$ cat src/rtl/decode_pipe.sv
// RV32I decode stage: IF/ID register, combinational decode, ID/EX register,
// plus the load-use interlock and branch/jump flush handling.
module decode_pipe #(
    parameter int XLEN      = 32,
    parameter bit HAZARD_EN = 1'b1
) (
    input  logic            clk_i,
    input  logic            rst_i,
    input  logic [31:0]     instr_i,
    input  logic [XLEN-1:0] pc_i,
    input  logic            valid_i,
    input  logic            flush_i,
    output logic            stall_o,
    output logic            valid_o,
    output logic            illegal_o,
    output logic            reg_write_o,
    output logic            mem_write_o,
    output logic            branch_o,
    output logic            jump_o,
    output logic            jalr_o,
    output logic            alu_a_pc_o,
    output logic            alu_src_o,
    output logic [1:0]      result_src_o,
    output logic [3:0]      alu_ctrl_o,
    output logic [2:0]      branch_cond_o,
    output logic [XLEN-1:0] imm_o,
    output logic [XLEN-1:0] pc_o,
    output logic [4:0]      rs1_o,
    output logic [4:0]      rs2_o,
    output logic [4:0]      rd_o
);

    localparam logic [6:0] OP_R      = 7'b0110011;
    localparam logic [6:0] OP_I      = 7'b0010011;
    localparam logic [6:0] OP_LOAD   = 7'b0000011;
    localparam logic [6:0] OP_STORE  = 7'b0100011;
    localparam logic [6:0] OP_BRANCH = 7'b1100011;
    localparam logic [6:0] OP_JAL    = 7'b1101111;
    localparam logic [6:0] OP_JALR   = 7'b1100111;
    localparam logic [6:0] OP_LUI    = 7'b0110111;
    localparam logic [6:0] OP_AUIPC  = 7'b0010111;

    localparam logic [3:0] ALU_ADD    = 4'h0;
    localparam logic [3:0] ALU_SUB    = 4'h1;
    localparam logic [3:0] ALU_AND    = 4'h2;
    localparam logic [3:0] ALU_OR     = 4'h3;
    localparam logic [3:0] ALU_XOR    = 4'h4;
    localparam logic [3:0] ALU_SLT    = 4'h5;
    localparam logic [3:0] ALU_SLTU   = 4'h6;
    localparam logic [3:0] ALU_SLL    = 4'h7;
    localparam logic [3:0] ALU_SRL    = 4'h8;
    localparam logic [3:0] ALU_SRA    = 4'h9;
    localparam logic [3:0] ALU_PASS_B = 4'hA;

    logic [31:0]     ifid_instr;
    logic [XLEN-1:0] ifid_pc;
    logic            ifid_valid;

    logic [6:0] opcode;
    logic [2:0] funct3;
    logic       funct7_b5;
    logic [4:0] rs1_f, rs2_f, rd_f;

    assign opcode    = ifid_instr[6:0];
    assign funct3    = ifid_instr[14:12];
    assign funct7_b5 = ifid_instr[30];
    assign rs1_f     = ifid_instr[19:15];
    assign rs2_f     = ifid_instr[24:20];
    assign rd_f      = ifid_instr[11:7];

    logic              d_illegal;
    logic              d_reg_write, d_mem_write, d_branch, d_jump, d_jalr;
    logic              d_alu_a_pc, d_alu_src, d_rs1_use, d_rs2_use;
    logic [1:0]        d_result_src;
    logic [3:0]        d_alu_ctrl;
    logic [2:0]        d_branch_cond;
    logic signed [31:0] d_imm32;
    logic [XLEN-1:0]   d_imm;

    // funct7[5] only selects SUB for register ops; for immediates it is imm data
    function automatic logic [3:0] alu_op(input logic [2:0] f3, input logic f7_b5,
                                          input logic is_reg);
        alu_op = ALU_ADD;
        case (f3)
            3'b000: alu_op = (is_reg && f7_b5) ? ALU_SUB : ALU_ADD;
            3'b001: alu_op = ALU_SLL;
            3'b010: alu_op = ALU_SLT;
            3'b011: alu_op = ALU_SLTU;
            3'b100: alu_op = ALU_XOR;
            3'b101: alu_op = f7_b5 ? ALU_SRA : ALU_SRL;
            3'b110: alu_op = ALU_OR;
            3'b111: alu_op = ALU_AND;
            default: alu_op = ALU_ADD;
        endcase
    endfunction

    always_comb begin
        d_illegal     = 1'b0;
        d_reg_write   = 1'b0;
        d_mem_write   = 1'b0;
        d_branch      = 1'b0;
        d_jump        = 1'b0;
        d_jalr        = 1'b0;
        d_alu_a_pc    = 1'b0;
        d_alu_src     = 1'b0;
        d_rs1_use     = 1'b0;
        d_rs2_use     = 1'b0;
        d_result_src  = 2'b00;
        d_alu_ctrl    = ALU_ADD;
        d_branch_cond = 3'b000;
        d_imm32       = '0;
        case (opcode)
            OP_R: begin
                d_reg_write = 1'b1;
                d_rs1_use   = 1'b1;
                d_rs2_use   = 1'b1;
                d_alu_ctrl  = alu_op(funct3, funct7_b5, 1'b1);
            end
            OP_I: begin
                d_reg_write = 1'b1;
                d_alu_src   = 1'b1;
                d_rs1_use   = 1'b1;
                d_alu_ctrl  = alu_op(funct3, funct7_b5, 1'b0);
                d_imm32     = {{20{ifid_instr[31]}}, ifid_instr[31:20]};
            end
            OP_LOAD: begin
                d_reg_write  = 1'b1;
                d_alu_src    = 1'b1;
                d_rs1_use    = 1'b1;
                d_result_src = 2'b01;
                d_imm32      = {{20{ifid_instr[31]}}, ifid_instr[31:20]};
            end
            OP_STORE: begin
                d_mem_write = 1'b1;
                d_alu_src   = 1'b1;
                d_rs1_use   = 1'b1;
                d_rs2_use   = 1'b1;
                d_imm32     = {{20{ifid_instr[31]}}, ifid_instr[31:25], ifid_instr[11:7]};
            end
            OP_BRANCH: begin
                d_branch      = 1'b1;
                d_rs1_use     = 1'b1;
                d_rs2_use     = 1'b1;
                d_branch_cond = funct3;
                case (funct3[2:1])
                    2'b10:   d_alu_ctrl = ALU_SLT;
                    2'b11:   d_alu_ctrl = ALU_SLTU;
                    default: d_alu_ctrl = ALU_SUB;
                endcase
                d_imm32 = {{19{ifid_instr[31]}}, ifid_instr[31], ifid_instr[7],
                           ifid_instr[30:25], ifid_instr[11:8], 1'b0};
            end
            OP_JAL: begin
                d_reg_write  = 1'b1;
                d_jump       = 1'b1;
                d_result_src = 2'b10;
                d_imm32      = {{11{ifid_instr[31]}}, ifid_instr[31], ifid_instr[19:12],
                                ifid_instr[20], ifid_instr[30:21], 1'b0};
            end
            OP_JALR: begin
                d_reg_write  = 1'b1;
                d_jalr       = 1'b1;
                d_alu_src    = 1'b1;
                d_rs1_use    = 1'b1;
                d_result_src = 2'b10;
                d_imm32      = {{20{ifid_instr[31]}}, ifid_instr[31:20]};
            end
            OP_LUI: begin
                d_reg_write = 1'b1;
                d_alu_src   = 1'b1;
                d_alu_ctrl  = ALU_PASS_B;
                d_imm32     = {ifid_instr[31:12], 12'b0};
            end
            OP_AUIPC: begin
                d_reg_write = 1'b1;
                d_alu_src   = 1'b1;
                d_alu_a_pc  = 1'b1;
                d_imm32     = {ifid_instr[31:12], 12'b0};
            end
            default: d_illegal = 1'b1;
        endcase
    end

    assign d_imm = XLEN'(d_imm32);

    logic load_use, hazard, advance, ex_load, ex_illegal;

    assign load_use = valid_o && (result_src_o == 2'b01) && (rd_o != 5'd0) &&
                      ((d_rs1_use && (rs1_f == rd_o)) || (d_rs2_use && (rs2_f == rd_o)));
    assign hazard   = HAZARD_EN && ifid_valid && load_use;
    assign stall_o  = hazard && !flush_i;

    assign advance    = !flush_i && !hazard && ifid_valid;
    assign ex_load    = advance && !d_illegal;
    assign ex_illegal = advance && d_illegal;

    always_ff @(posedge clk_i or posedge rst_i) begin
        if (rst_i) begin
            ifid_instr    <= '0;
            ifid_pc       <= '0;
            ifid_valid    <= 1'b0;
            valid_o       <= 1'b0;
            illegal_o     <= 1'b0;
            reg_write_o   <= 1'b0;
            mem_write_o   <= 1'b0;
            branch_o      <= 1'b0;
            jump_o        <= 1'b0;
            jalr_o        <= 1'b0;
            alu_a_pc_o    <= 1'b0;
            alu_src_o     <= 1'b0;
            result_src_o  <= 2'b00;
            alu_ctrl_o    <= 4'h0;
            branch_cond_o <= 3'b000;
            imm_o         <= '0;
            pc_o          <= '0;
            rs1_o         <= 5'd0;
            rs2_o         <= 5'd0;
            rd_o          <= 5'd0;
        end else begin
            // flush drops the fetched slot; a hazard holds it for one more cycle
            if (flush_i) begin
                ifid_valid <= 1'b0;
            end else if (!hazard) begin
                ifid_instr <= instr_i;
                ifid_pc    <= pc_i;
                ifid_valid <= valid_i;
            end
            valid_o       <= ex_load;
            illegal_o     <= ex_illegal;
            reg_write_o   <= ex_load && d_reg_write;
            mem_write_o   <= ex_load && d_mem_write;
            branch_o      <= ex_load && d_branch;
            jump_o        <= ex_load && d_jump;
            jalr_o        <= ex_load && d_jalr;
            alu_a_pc_o    <= ex_load && d_alu_a_pc;
            alu_src_o     <= ex_load && d_alu_src;
            result_src_o  <= ex_load ? d_result_src : 2'b00;
            alu_ctrl_o    <= ex_load ? d_alu_ctrl : 4'h0;
            branch_cond_o <= ex_load ? d_branch_cond : 3'b000;
            imm_o         <= ex_load ? d_imm : '0;
            pc_o          <= ex_load ? ifid_pc : '0;
            rs1_o         <= (ex_load && d_rs1_use) ? rs1_f : 5'd0;
            rs2_o         <= (ex_load && d_rs2_use) ? rs2_f : 5'd0;
            rd_o          <= (ex_load && d_reg_write) ? rd_f : 5'd0;
        end
    end

endmodule
$ cat config.mk
export PLATFORM = sky130hd
export DESIGN_NAME = decode_pipe
export DESIGN_NICKNAME = d
export VERILOG_FILES = /design/src/rtl/decode_pipe.sv
export SDC_FILE = /design/constraint.sdc
export NUM_CORES = 1
export LEC_CHECK = 0
export BUFFER_PORTS_ARGS = -buffer_cell sky130_fd_sc_hd__buf_2
export CELL_PAD_IN_SITES_DETAIL_PLACEMENT = 1
export CELL_PAD_IN_SITES_GLOBAL_PLACEMENT = 1
export CORE_ASPECT_RATIO = 1.25
export CORE_MARGIN = 5
export CORE_UTILIZATION = 30
export DETAILED_ROUTE_END_ITERATION = 16
export PLACE_DENSITY_LB_ADDON = 0.1
export SKIP_LAST_GASP = 1
export SYNTH_ARGS = -nofsm -noshare
export SYNTH_HDL_FRONTEND = slang
export SYNTH_SLANG_ARGS = --single-unit
$ cat constraint.sdc
create_clock -name clk_i -period 4.24 [get_ports clk_i]
set_clock_uncertainty 0.05 [all_clocks]
set_input_delay 0.212 -clock clk_i [delete_from_list [all_inputs] [get_ports clk_i]]
set_output_delay 0.212 -clock clk_i [all_outputs]
set_load 0.01 [all_outputs]
==> summary.md, run 1 <==
| Metric | Value |
|---|---|
| Final Cycle Share | `0.7272` |
| Most frequent CP cell | `nor2_1` |
| Vias in the first global route | `6744` |
| Routed wire length per instance | `19.72 microns` |
| Gr usage total | `0.1772` |
| Final setup fails | `0` |
| Synth cell types | `41` |
| Port Buffers | `165` |
| Internal Pwr Total | `2.577 mW` |
| Warning count from the yosys run | `0` |
| Setup ws final | `1.157 ns` |
| Outcome | `finished, final reports clean` |
| Final count of pins violating max slew | `0` |
| CP required | `3.98 ns` |
| Die X | `149.9 microns` |
| Area grow syn2layout | `26.07%` |
| Antenna violations before repair | `2` |
| Cell area after layout | `9246 sq um` |
| Initial core utilization | `0.3023` |
| Iter 0 DRT Violations | `370` |
| Net Sw Frac | `0.2633` |
| Max-cap violations | `0` |
| First-pass GRT wire length | `38660 microns` |
| Total power draw | `3.499 mW` |
| Sequential share of power | `0.482` |
| Average size of a mapped cell | `10.17 sq um` |
| Routed Antenna Nets | `0` |
| I/O Pins | `166` |
| Post-synthesis instance total | `721` |
| Crit path time final | `3.083 ns` |
| Nets | `942` |
| CP Launch Type | `register` |
| Worst path slowest cell | `dfrtp_1` |
| Final WL | `24000 microns` |
| Critical hold path startpoint | `instr_i[25]` |
| Sequential area share after synthesis | `0.5527` |
| Crit path launch | `ifid_instr[5]$_DFFE_PP0P_` |
| Largest net degree at the start of global routing | `95` |
| Critical Path Fanout Max | `18` |
| H-tree depth | `4` |
| Slew at the pin closest to its max-slew limit | `0.9499 ns` |
| Adder-cell share of the synthesized area | `0` |
| Largest family of logic cells by synthesized area | `simple AND/OR/NAND/NOR gates` |
| Post-Route Setup TNS | `0 ns` |
| Placed instance area | `8478 sq um` |
| DIE AREA | `27690 sq um` |
| Slew headroom | `0.3668` |
| DR DRC count | `0` |
| Unrepaired setup endpoints after global routing | `false` |
| Crit Path Category | `reg -> out` |
| Die span in y | `184.8 microns` |
| Drt first pass iters | `5` |
| Peak per-stage delay on the critical path | `0.67 ns` |
| Comb power frac | `0.080` |
| Clock tree from TritonCTS | `built` |
| Synth Area in Simple Gates | `0.2223` |
| Synth Area in Compound Gates | `0.1691` |
| Psw | `921.3 uW` |
| Cts bufs inserted | `17` |
| Fmax achieved | `0.3243 GHz` |
| Hold path depth | `3` |
| Hold Crit Class | `in -> reg` |
| Synthesized cell area | `7335 sq um` |
| Clk pwr share | `0.438` |
| Post-Synth XOR/XNOR Area | `0.01194` |
| Synthesized flop and latch total | `162` |
| RePlAce Congestion | `0.8136` |
| Placement Setup Slack | `1.315 ns` |
| Power per cell area | `378.4 nW/um^2` |
| Clock tree buffer depth | `2` |
| Number of clock sinks | `162` |
| Arr. time, crit path | `2.82 ns` |
| Post-DP HPWL | `16120 microns` |
| Most common cell after layout, fill and taps aside | `buf_2` |
| Mux contribution to synthesized area | `0.001535` |
| Syn Nets | `789` |
| R2r startpoint | `ifid_instr[5]$_DFFE_PP0P_` |
| Vias | `6201` |
| Reg2Reg Depth | `5` |
| Cts repair resizes | `0` |
| Clock latency on the worst-skew pair | `0.43 ns` |
| Total gr overflow | `0` |
| Layout cells sized above 1 | `0.2525` |
| Endpoints failing hold | `0` |
| Pleak | `4.110 nW` |
| CP Capture Type | `output port` |
| Diodes inserted | `0` |
| Worst vdd ir | `245.8 uV` |
| Most frequent cells in the layout | `buf_2 (164), dfrtp_1 (162), o211ai_1 (124)` |
| CP Cell Sequence | `and3b_1 -> nor2_1 -> nor4_4 -> buf_4 -> o21ai_0 -> nor2_1 -> buf_2` |
| Placeable Area | `24260 sq um` |
| CTS clock-pin slew for the worst setup and hold paths | `0.06 ns` |
| Root buffer cell | `clkbuf_16` |
| Row cnt | `64` |
| Drt via density | `5.095` |
==> final cells by class <==
type	count	area [sq um]
Fill cell	2770	15020
Sequential cell	162	4054
Timing Repair Buffer	201	1171
Multi-Input combinational cell	482	2989
Clock buffer	19	452.9
Tap cell	330	412.9
Clock inverter	13	125.1
Inverter	10	41.29
==> critical path, delay by kind of cell, from the launching register on <==
kind / cells / cell delay [ns]
compound gates: 1 / 0.31
buf+inv: 2 / 0.45
flops: 1 / 0.67
simple gates: 4 / 0.96
==> timing repair <==
item                                   in CTS  in global routing
endpoints found under the hold margin      40                  1
hold buffers                               18                  1
setup buffers                               0                  0
==> kinds of logic (layout without fill, tap and decap cells) <==
group	count (synthesis)	count (layout)
xor gates and xnor gates	10	10
and+or+nand+nor	295	295
AOI/OAI and AO/OA	176	176
muxes	1	1
buffers and inverters	77	243
DFF	162	162
==> synthesized netlist by cell type, drive strengths merged <==
cell type / n / area [sq um]
and2: 1 / 6.260
or2: 2 / 12.51
or3: 3 / 18.77
o31ai: 3 / 22.52
o22ai: 1 / 6.260
o21a: 3 / 22.52
nor3: 48 / 240.2
a21o: 1 / 7.510
nor2b: 4 / 25.02
clkbuf: 48 / 180.2
mux2: 1 / 11.26
nor3b: 33 / 247.7
o32ai: 2 / 17.52
or4: 1 / 7.510
a32oi: 1 / 8.760
a21oi: 26 / 130.1
buf: 19 / 93.84
dfrtp: 162 / 4054
nand3: 7 / 35.03
o21ai: 7 / 35.03
a22oi: 6 / 45.04
xor2: 4 / 35.03
a211oi: 1 / 7.510
inv: 10 / 37.54
nor2: 12 / 45.04
xnor2: 6 / 52.55
o211ai: 124 / 930.9
and3: 3 / 18.77
nand3b: 2 / 15.01
and4bb: 1 / 12.51
nor4b: 2 / 17.52
nand4bb: 1 / 11.26
nand4b: 3 / 26.28
a31oi: 1 / 6.260
and3b: 2 / 17.52
nor4: 14 / 117.6
nand2b: 68 / 425.4
nand2: 88 / 330.3
==> sequential cells by signal, summed over array words and instances, names as in the netlist <==
name	cells
result_src_o	2
branch_cond_o	3
rs1_o	5
rs2_o	5
alu_ctrl_o	4
ifid_instr	32
jump_o	1
rd_o	5
reg_write_o	1
pc_o	32
ifid_valid	1
alu_a_pc_o	1
imm_o	32
jalr_o	1
mem_write_o	1
valid_o	1
branch_o	1
ifid_pc	32
illegal_o	1
alu_src_o	1
==> power groups by stage <==
stage,Combinational [mW],Sequential (mW),Clock (mW)
after floorplan,0.191,1.68,0
final,0.281,1.69,1.53
after global placement,0.266,1.71,0
after detailed placement,0.276,1.71,0
after global routing,0.319,1.70,1.64
after CTS,0.289,1.68,1.57
==> through the flow <==
stage                     std cells  utilization  hold slack, ns
after CTS                      1216       0.3807        0.002272
after detailed placement       1166       0.3494          0.2526
after floorplan                 721            -          0.2862
final                          1217       0.3811         0.01859
after global placement         1166       0.3494          0.2493
after global routing           1217       0.3811         0.01599
==> path summary, 6_finish.rpt <==
kind | endpoint | slack (ns)
max in group asynchronous | pc_o[4]$_DFF_PP0_ | 2.80
worst min register to register | ifid_pc[24]$_DFFE_PP0P_ | 0.47
worst max-delay path | stall_o | 1.16
worst max register to register | pc_o[26]$_DFF_PP0_ | 1.31
worst min-delay path | ifid_instr[25]$_DFFE_PP0P_ | 0.02
min in group asynchronous | imm_o[27]$_DFF_PP0_ | 0.36
==> per-layer routing <==
metal,share of wire,wire (microns),vias to the layer above,GRT usage
met5,0.00087,21,-,0
met4,0.016,380,4,0.05200
met3,0.054,1308,26,0.04161
met2,0.48,11560,151,0.2863
met1,0.45,10730,3134,0.2381
li1,-,-,2886,-
No activity file was read; power rests on OpenSTA's default activity.
==> inputs of run 2 (changes only) <==
--- a/config.mk
+++ b/config.mk
@@ -5,6 +5,7 @@
 export SDC_FILE = /design/constraint.sdc
 export NUM_CORES = 1
 export LEC_CHECK = 0
+export ABC_AREA = 1
 export BUFFER_PORTS_ARGS = -buffer_cell sky130_fd_sc_hd__buf_2
 export CELL_PAD_IN_SITES_DETAIL_PLACEMENT = 1
 export CELL_PAD_IN_SITES_GLOBAL_PLACEMENT = 1
==> constraint.sdc (replaced) <==
create_clock -name clk_i -period 2.8 [get_ports clk_i]
set_clock_uncertainty 0.05 [all_clocks]
set_input_delay 0.14 -clock clk_i [delete_from_list [all_inputs] [get_ports clk_i]]
set_output_delay 0.14 -clock clk_i [all_outputs]
set_load 0.01 [all_outputs]
==> run 2 against run 1 <==
Effect of this change: clock power grew 48%; sequential power up 47%; total power grew 48%; largest cell class unchanged; core utilization up 3.8 points; critical path type is now reg -> reg; combinational power up 59%; critical path depth rose by 5; cell count down 6.7%; via count is 20% lower; critical endpoint is now ifid_instr[12]$_DFFE_PP0P_; wire length is 27% lower; final area fell by 6.3%; flip-flop and latch count unchanged; highest routed layer is now met4; count of clock-buffer cells in the layout shrank 2.
==> summary.md, run 2 <==
| Metric | Value |
|---|---|
| Vias | `4937` |
| Warning count from the yosys run | `0` |
| Outcome | `finished, final reports clean` |
| H-tree depth | `4` |
| RePlAce Congestion | `0.7977` |
| Row cnt | `59` |
| CP Capture Type | `register` |
| First-pass GRT wire length | `28980 microns` |
| Worst vdd ir | `396.7 uV` |
| Vias in the first global route | `5495` |
| Clock tree buffer depth | `2` |
| Drt first pass iters | `4` |
| CP Launch Type | `register` |
| I/O Pins | `166` |
| Post-DP HPWL | `12730 microns` |
| Crit path time final | `2.250 ns` |
| Crit Path Category | `reg -> reg` |
| Hold Crit Class | `in -> reg` |
| Synthesized flop and latch total | `162` |
| Cts bufs inserted | `17` |
| Arr. time, crit path | `2.54 ns` |
| Nets | `917` |
| Hold EP | `ifid_pc[30]$_DFFE_PP0P_` |
| Cell area after layout | `8668 sq um` |
| Placed instance area | `7423 sq um` |
| Flop2flop setup slack | `0.55 ns` |
| Fmax achieved | `0.4445 GHz` |
| Post-synthesis instance total | `609` |
| Final WL | `17640 microns` |
| Layout cells sized above 1 | `0.2947` |
| Die X | `139.2 microns` |
| Antenna violations before repair | `0` |
| Placeable Area | `20670 sq um` |
| CP required | `3.09 ns` |
| Synthesized cell area | `6264 sq um` |
| Placement Setup Slack | `0.5038 ns` |
| Most frequent cells after synthesis | `dfrtp_1 (162), nand2_1 (90), nor2_1 (89)` |
| Critical hold path startpoint | `pc_i[30]` |
| Ranking of synthesized cells by area | `dfrtp_1 (65%), nand2_1 (5.4%), nor2_1 (5.3%)` |
| Final setup fails | `0` |
| Diodes inserted | `0` |
| Die span in y | `171.6 microns` |
| Routed wire length per instance | `15.53 microns` |
| Critical Path Fanout Max | `27` |
| Final Cycle Share | `0.8034` |
| Reg2Reg Depth | `12` |
| Total gr overflow | `0` |
| Final count of pins violating max slew | `0` |
| Count leader, synth | `dfrtp_1` |
| Port Buffers | `165` |
| Fillers | `2388` |
| Area grow syn2layout | `38.39%` |
| Root buffer cell | `clkbuf_16` |
| Drt via density | `4.346` |
| Number of clock sinks | `162` |
| Clock tree from TritonCTS | `built` |
| Unrepaired setup endpoints after global routing | `false` |
| DR DRC count | `0` |
| Largest net degree at the start of global routing | `54` |
| R2r startpoint | `ifid_instr[6]$_DFFE_PP0P_` |
| Syn Nets | `677` |
| Post-Route Setup TNS | `0 ns` |
| EDFF count, synth | `0` |
| Average size of a mapped cell | `10.28 sq um` |
| Max-cap violations | `0` |
| Routed Antenna Nets | `0` |
| DIE AREA | `23890 sq um` |
| Clock latency on the worst-skew pair | `0.41 ns` |
| Endpoints failing hold | `0` |
| Most frequent cells in the layout | `buf_2 (165), dfrtp_1 (162), nand2_1 (90)` |
| Synth cell types | `34` |
| CTS clock-pin slew for the worst setup and hold paths | `0.07 ns` |
| Power per cell area | `598.3 nW/um^2` |
| Slew headroom | `0.3217` |
| Setup ws final | `0.5503 ns` |
| Largest area contributor in the netlist | `dfrtp_1` |
| Pleak | `4.571 nW` |
| Sequential area share after synthesis | `0.6472` |
| Gr usage total | `0.1543` |
| Main flop type after synthesis | `dfrtp_1` |
| Most common cell after layout, fill and taps aside | `buf_2` |
| Yosys top cell area share | `0.6472` |
| Core Util, Final | `0.4194` |
| Iter 0 DRT Violations | `82` |
| Min Hold Slack | `0.4111 ns` |
| Asr flop ratio synth | `1.000` |
| Slew at the pin closest to its max-slew limit | `1.015 ns` |
| Initial core utilization | `0.3030` |
| Hold path depth | `4` |
| Reg2Reg Capture Point | `ifid_instr[12]$_DFFE_PP0P_` |
[run 2: where the power goes]
part / switching, mW / leakage [nW] / internal, mW
sequential: 0.0589 / 2.15 / 2.43
combinational: 0.253 / 2.14 / 0.192
clock: 1.00 / 0.282 / 1.26
[run 2: how the worst max path moves through the flow]
stage                                         start                    endpoint  slack, ns  cells after the start
final                     ifid_instr[6]$_DFFE_PP0P_  ifid_instr[12]$_DFFE_PP0P_       0.55                     12
after global routing      ifid_instr[6]$_DFFE_PP0P_     ifid_pc[25]$_DFFE_PP0P_       0.32                     12
after floorplan                               rst_i        alu_a_pc_o$_DFF_PP0_       0.55                      1
after CTS                 ifid_instr[6]$_DFFE_PP0P_  ifid_instr[12]$_DFFE_PP0P_       0.51                     12
after global placement    ifid_instr[6]$_DFFE_PP0P_     ifid_pc[23]$_DFFE_PP0P_       0.57                     11
after detailed placement  ifid_instr[6]$_DFFE_PP0P_     ifid_pc[21]$_DFFE_PP0P_       0.50                     11
[run 2: worst max-delay path, stage by stage (launching register included)]
cell and delay [ns]:
dfrtp_1 0.45, nand3_1 0.17, inv_1 0.06, nand2_1 0.07, nand2_2 0.12, nor2_4 0.22, nor2_4 0.05, nand2_4 0.12
nand2_8 0.08, inv_4 0.31, buf_4 0.31, nand2_1 0.08, o21ai_1 0.09
[run 2: final cells by class]
type | count | area, sq um | area share
flip-flops and latches | 162 | 4054 | 0.4677
multi-input cells | 339 | 1694 | 0.1954
repair buffers | 245 | 1682 | 0.1940
clock buffers | 17 | 425.4 | 0.04908
well taps | 274 | 342.8 | 0.03955
inverters | 84 | 321.6 | 0.03710
clock inverters | 15 | 148.9 | 0.01718
[run 2: per-stage QoR]
step / power [mW] / instances
2_1_floorplan: 2.765 / 609
3_3_place_gp: 2.898 / 1037
3_5_place_dp: 2.912 / 1037
4_1_cts: 5.281 / 1136
5_1_grt: 5.455 / 1136
6_report: 5.186 / 1136
[run 2: routing by layer]
metal	global-route usage	up-vias	share of wire
met1	0.1712	2450	0.39
met4	0.04255	0	0.014
li1	-	2380	-
met5	0	-	0
met3	0.03949	13	0.041
met2	0.2924	94	0.55
[run 2: repair_timing]
item	CTS	global route
gates resized for setup	0	0
hold buffers	67	0
hold endpoints to repair	101	0
buffers inserted	0	0
[run 2: logic make-up after synthesis]
group	synth area share
xor+xnor	0.009788
buf+inv	0.08370
flops	0.6472
simple gates	0.1586
compound gates	0.1007
==> inputs of run 3 (changes only) <==
--- a/config.mk
+++ b/config.mk
@@ -5,7 +5,7 @@
 export SDC_FILE = /design/constraint.sdc
 export NUM_CORES = 1
 export LEC_CHECK = 0
-export ABC_AREA = 1
+export ABC_AREA = 0
 export BUFFER_PORTS_ARGS = -buffer_cell sky130_fd_sc_hd__buf_2
 export CELL_PAD_IN_SITES_DETAIL_PLACEMENT = 1
 export CELL_PAD_IN_SITES_GLOBAL_PLACEMENT = 1
==> constraint.sdc (replaced) <==
create_clock -name clk_i -period 2 [get_ports clk_i]
set_clock_uncertainty 0.05 [all_clocks]
set_input_delay 0.1 -clock clk_i [delete_from_list [all_inputs] [get_ports clk_i]]
set_output_delay 0.1 -clock clk_i [all_outputs]
set_load 0.01 [all_outputs]
==> run 3 against run 2 <==
Effect of this change: the run now ends with negative setup slack left; non-clock buffer count rose by 81; worst hold slack got worse by 0.34 ns; count of clock-buffer cells in the layout rose by 1; fmax rose by 4.9%; via count rose by 37%; final area rose by 33%; wire length rose by 53%; clock power rose by 52%; die area rose by 16%; largest cell class unchanged.
==> summary.md, run 3 (synthesized netlist as in run 1, its figures left out) <==
| Metric | Value |
|---|---|
| Initial core utilization | `0.3023` |
| DR DRC count | `0` |
| H-tree depth | `4` |
| Endpoints failing hold | `0` |
| Worst vdd ir | `577.8 uV` |
| Slew headroom | `0.4815` |
| Crit Path Category | `reg -> reg` |
| Drt via density | `5.050` |
| Drt first pass iters | `6` |
| Final WL | `27070 microns` |
| Final setup fails | `153` |
| Clock latency on the worst-skew pair | `0.43 ns` |
| Cts bufs inserted | `17` |
| Final count of pins violating max slew | `0` |
| Largest net degree at the start of global routing | `123` |
| CP required | `2.24 ns` |
| Most frequent cells in the layout | `buf_2 (164), dfrtp_1 (159), o211ai_1 (124)` |
| Fmax achieved | `0.4663 GHz` |
| Placement Setup Slack | `-0.1843 ns` |
| Pleak | `4.968 nW` |
| Area grow syn2layout | `56.84%` |
| Gr usage total | `0.1866` |
| Power per cell area | `683.2 nW/um^2` |
| Row cnt | `64` |
| Arr. time, crit path | `2.38 ns` |
| Critical Path Fanout Max | `14` |
| Port Buffers | `165` |
| DIE AREA | `27690 sq um` |
| Routed Antenna Nets | `0` |
| Nets | `1067` |
| Layout cells sized above 1 | `0.3913` |
| Core Util, Final | `0.4741` |
| Vias in the first global route | `7315` |
| Min Hold Slack | `0.06852 ns` |
| Diodes inserted | `0` |
| Outcome | `finished, violations left` |
| Iter 0 DRT Violations | `331` |
| Die X | `149.9 microns` |
| Clock tree from TritonCTS | `built` |
| Failing checks | `negative setup slack` |
| Root buffer cell | `clkbuf_16` |
| CP Launch Type | `register` |
| Antenna violations before repair | `0` |
| Final Cycle Share | `1.072` |
| Placeable Area | `24260 sq um` |
| Total gr overflow | `0` |
| Max-cap violations | `0` |
| Vias | `6777` |
| Total power draw | `7.859 mW` |
| CTS clock-pin slew for the worst setup and hold paths | `0.07 ns` |
| RePlAce Congestion | `0.8236` |
| Routed wire length per instance | `20.17 microns` |
| R2r startpoint | `rd_o[2]$_DFF_PP0_` |
| Slew at the pin closest to its max-slew limit | `0.7778 ns` |
| Reg2Reg Depth | `9` |
| Clock tree buffer depth | `2` |
| CP Capture Type | `register` |
| Crit path time final | `2.145 ns` |
| Most common cell after layout, fill and taps aside | `buf_2` |
| First-pass GRT wire length | `40620 microns` |
| Reg2Reg Capture Point | `ifid_pc[26]$_DFFE_PP0P_` |
| Unrepaired setup endpoints after global routing | `true` |
| Post-DP HPWL | `16860 microns` |
| Die span in y | `184.8 microns` |
| Hold Crit Class | `in -> async` |
| I/O Pins | `166` |
| Setup ws final | `-0.1445 ns` |
| Number of clock sinks | `162` |
| Flop2flop setup slack | `-0.14 ns` |
[run 3: how the worst max path moves through the flow]
stage	from	end
floorplan	rst_i	alu_a_pc_o$_DFF_PP0_
global placement	rd_o[1]$_DFF_PP0_	pc_o[14]$_DFF_PP0_
detailed placement	ifid_instr[2]$_DFFE_PP0P_	ifid_pc[26]$_DFFE_PP0P_
CTS	rd_o[3]$_DFF_PP0_	ifid_pc[26]$_DFFE_PP0P_
global route	rd_o[3]$_DFF_PP0_	ifid_pc[26]$_DFFE_PP0P_
finish	rd_o[2]$_DFF_PP0_	ifid_pc[26]$_DFFE_PP0P_
[run 3: where the power goes]
part / leakage (nW) / internal [mW] / total (mW) / switching [mW]
clock: 0.294 / 1.99 / 3.43 / 1.44
sequential: 2.14 / 3.40 / 3.54 / 0.139
combinational: 2.53 / 0.429 / 0.891 / 0.462
total: 4.97 / 5.82 / 7.86 / 2.04
[run 3: critical path, cell delays in order, from the launching register on]
cell	delay, ns
dfrtp_1	0.40
buf_6	0.15
xnor2_4	0.14
nand3_2	0.11
nor4_4	0.29
buf_4	0.19
o21a_4	0.23
buf_12	0.17
buf_16	0.15
o211ai_1	0.12
[run 3: layer usage]
metal  GRT usage  up-vias  routed length [microns]
met5           0        -                        0
met4     0.05492        0                      442
met3     0.03867       28                     1150
met2      0.3236      169                    13820
met1      0.2348     3429                    11650
li1            -     3151                        -
[run 3: cell type report]
class	count	area, sq um
inverters	10	41.29
well taps	330	412.9
clock buffers	18	429.2
flip-flops and latches	162	4058
repair buffers	326	2668
fillers	2662	12760
clock inverters	14	181.4
multi-input cells	482	3714
[run 3: what timing repair did]
item / in CTS / in global routing
hold buffers: 67 / 0
endpoints found under the setup margin: 126 / 157
resized for setup: 39 / 116
setup buffers: 9 / 9
hold endpoints to repair: 227 / 0
gates cloned: 3 / 12
pin swaps: 17 / 35
[run 3: stage by stage]
step	instances	TNS (ns)	area (sq um)
global placement	1211	-3.427	8927
CTS	1322	-8.898	10560
floorplan	721	-33.68	7378
global route	1342	-27.52	11500
detailed placement	1211	-8.206	8927
finish	1342	-12.35	11500
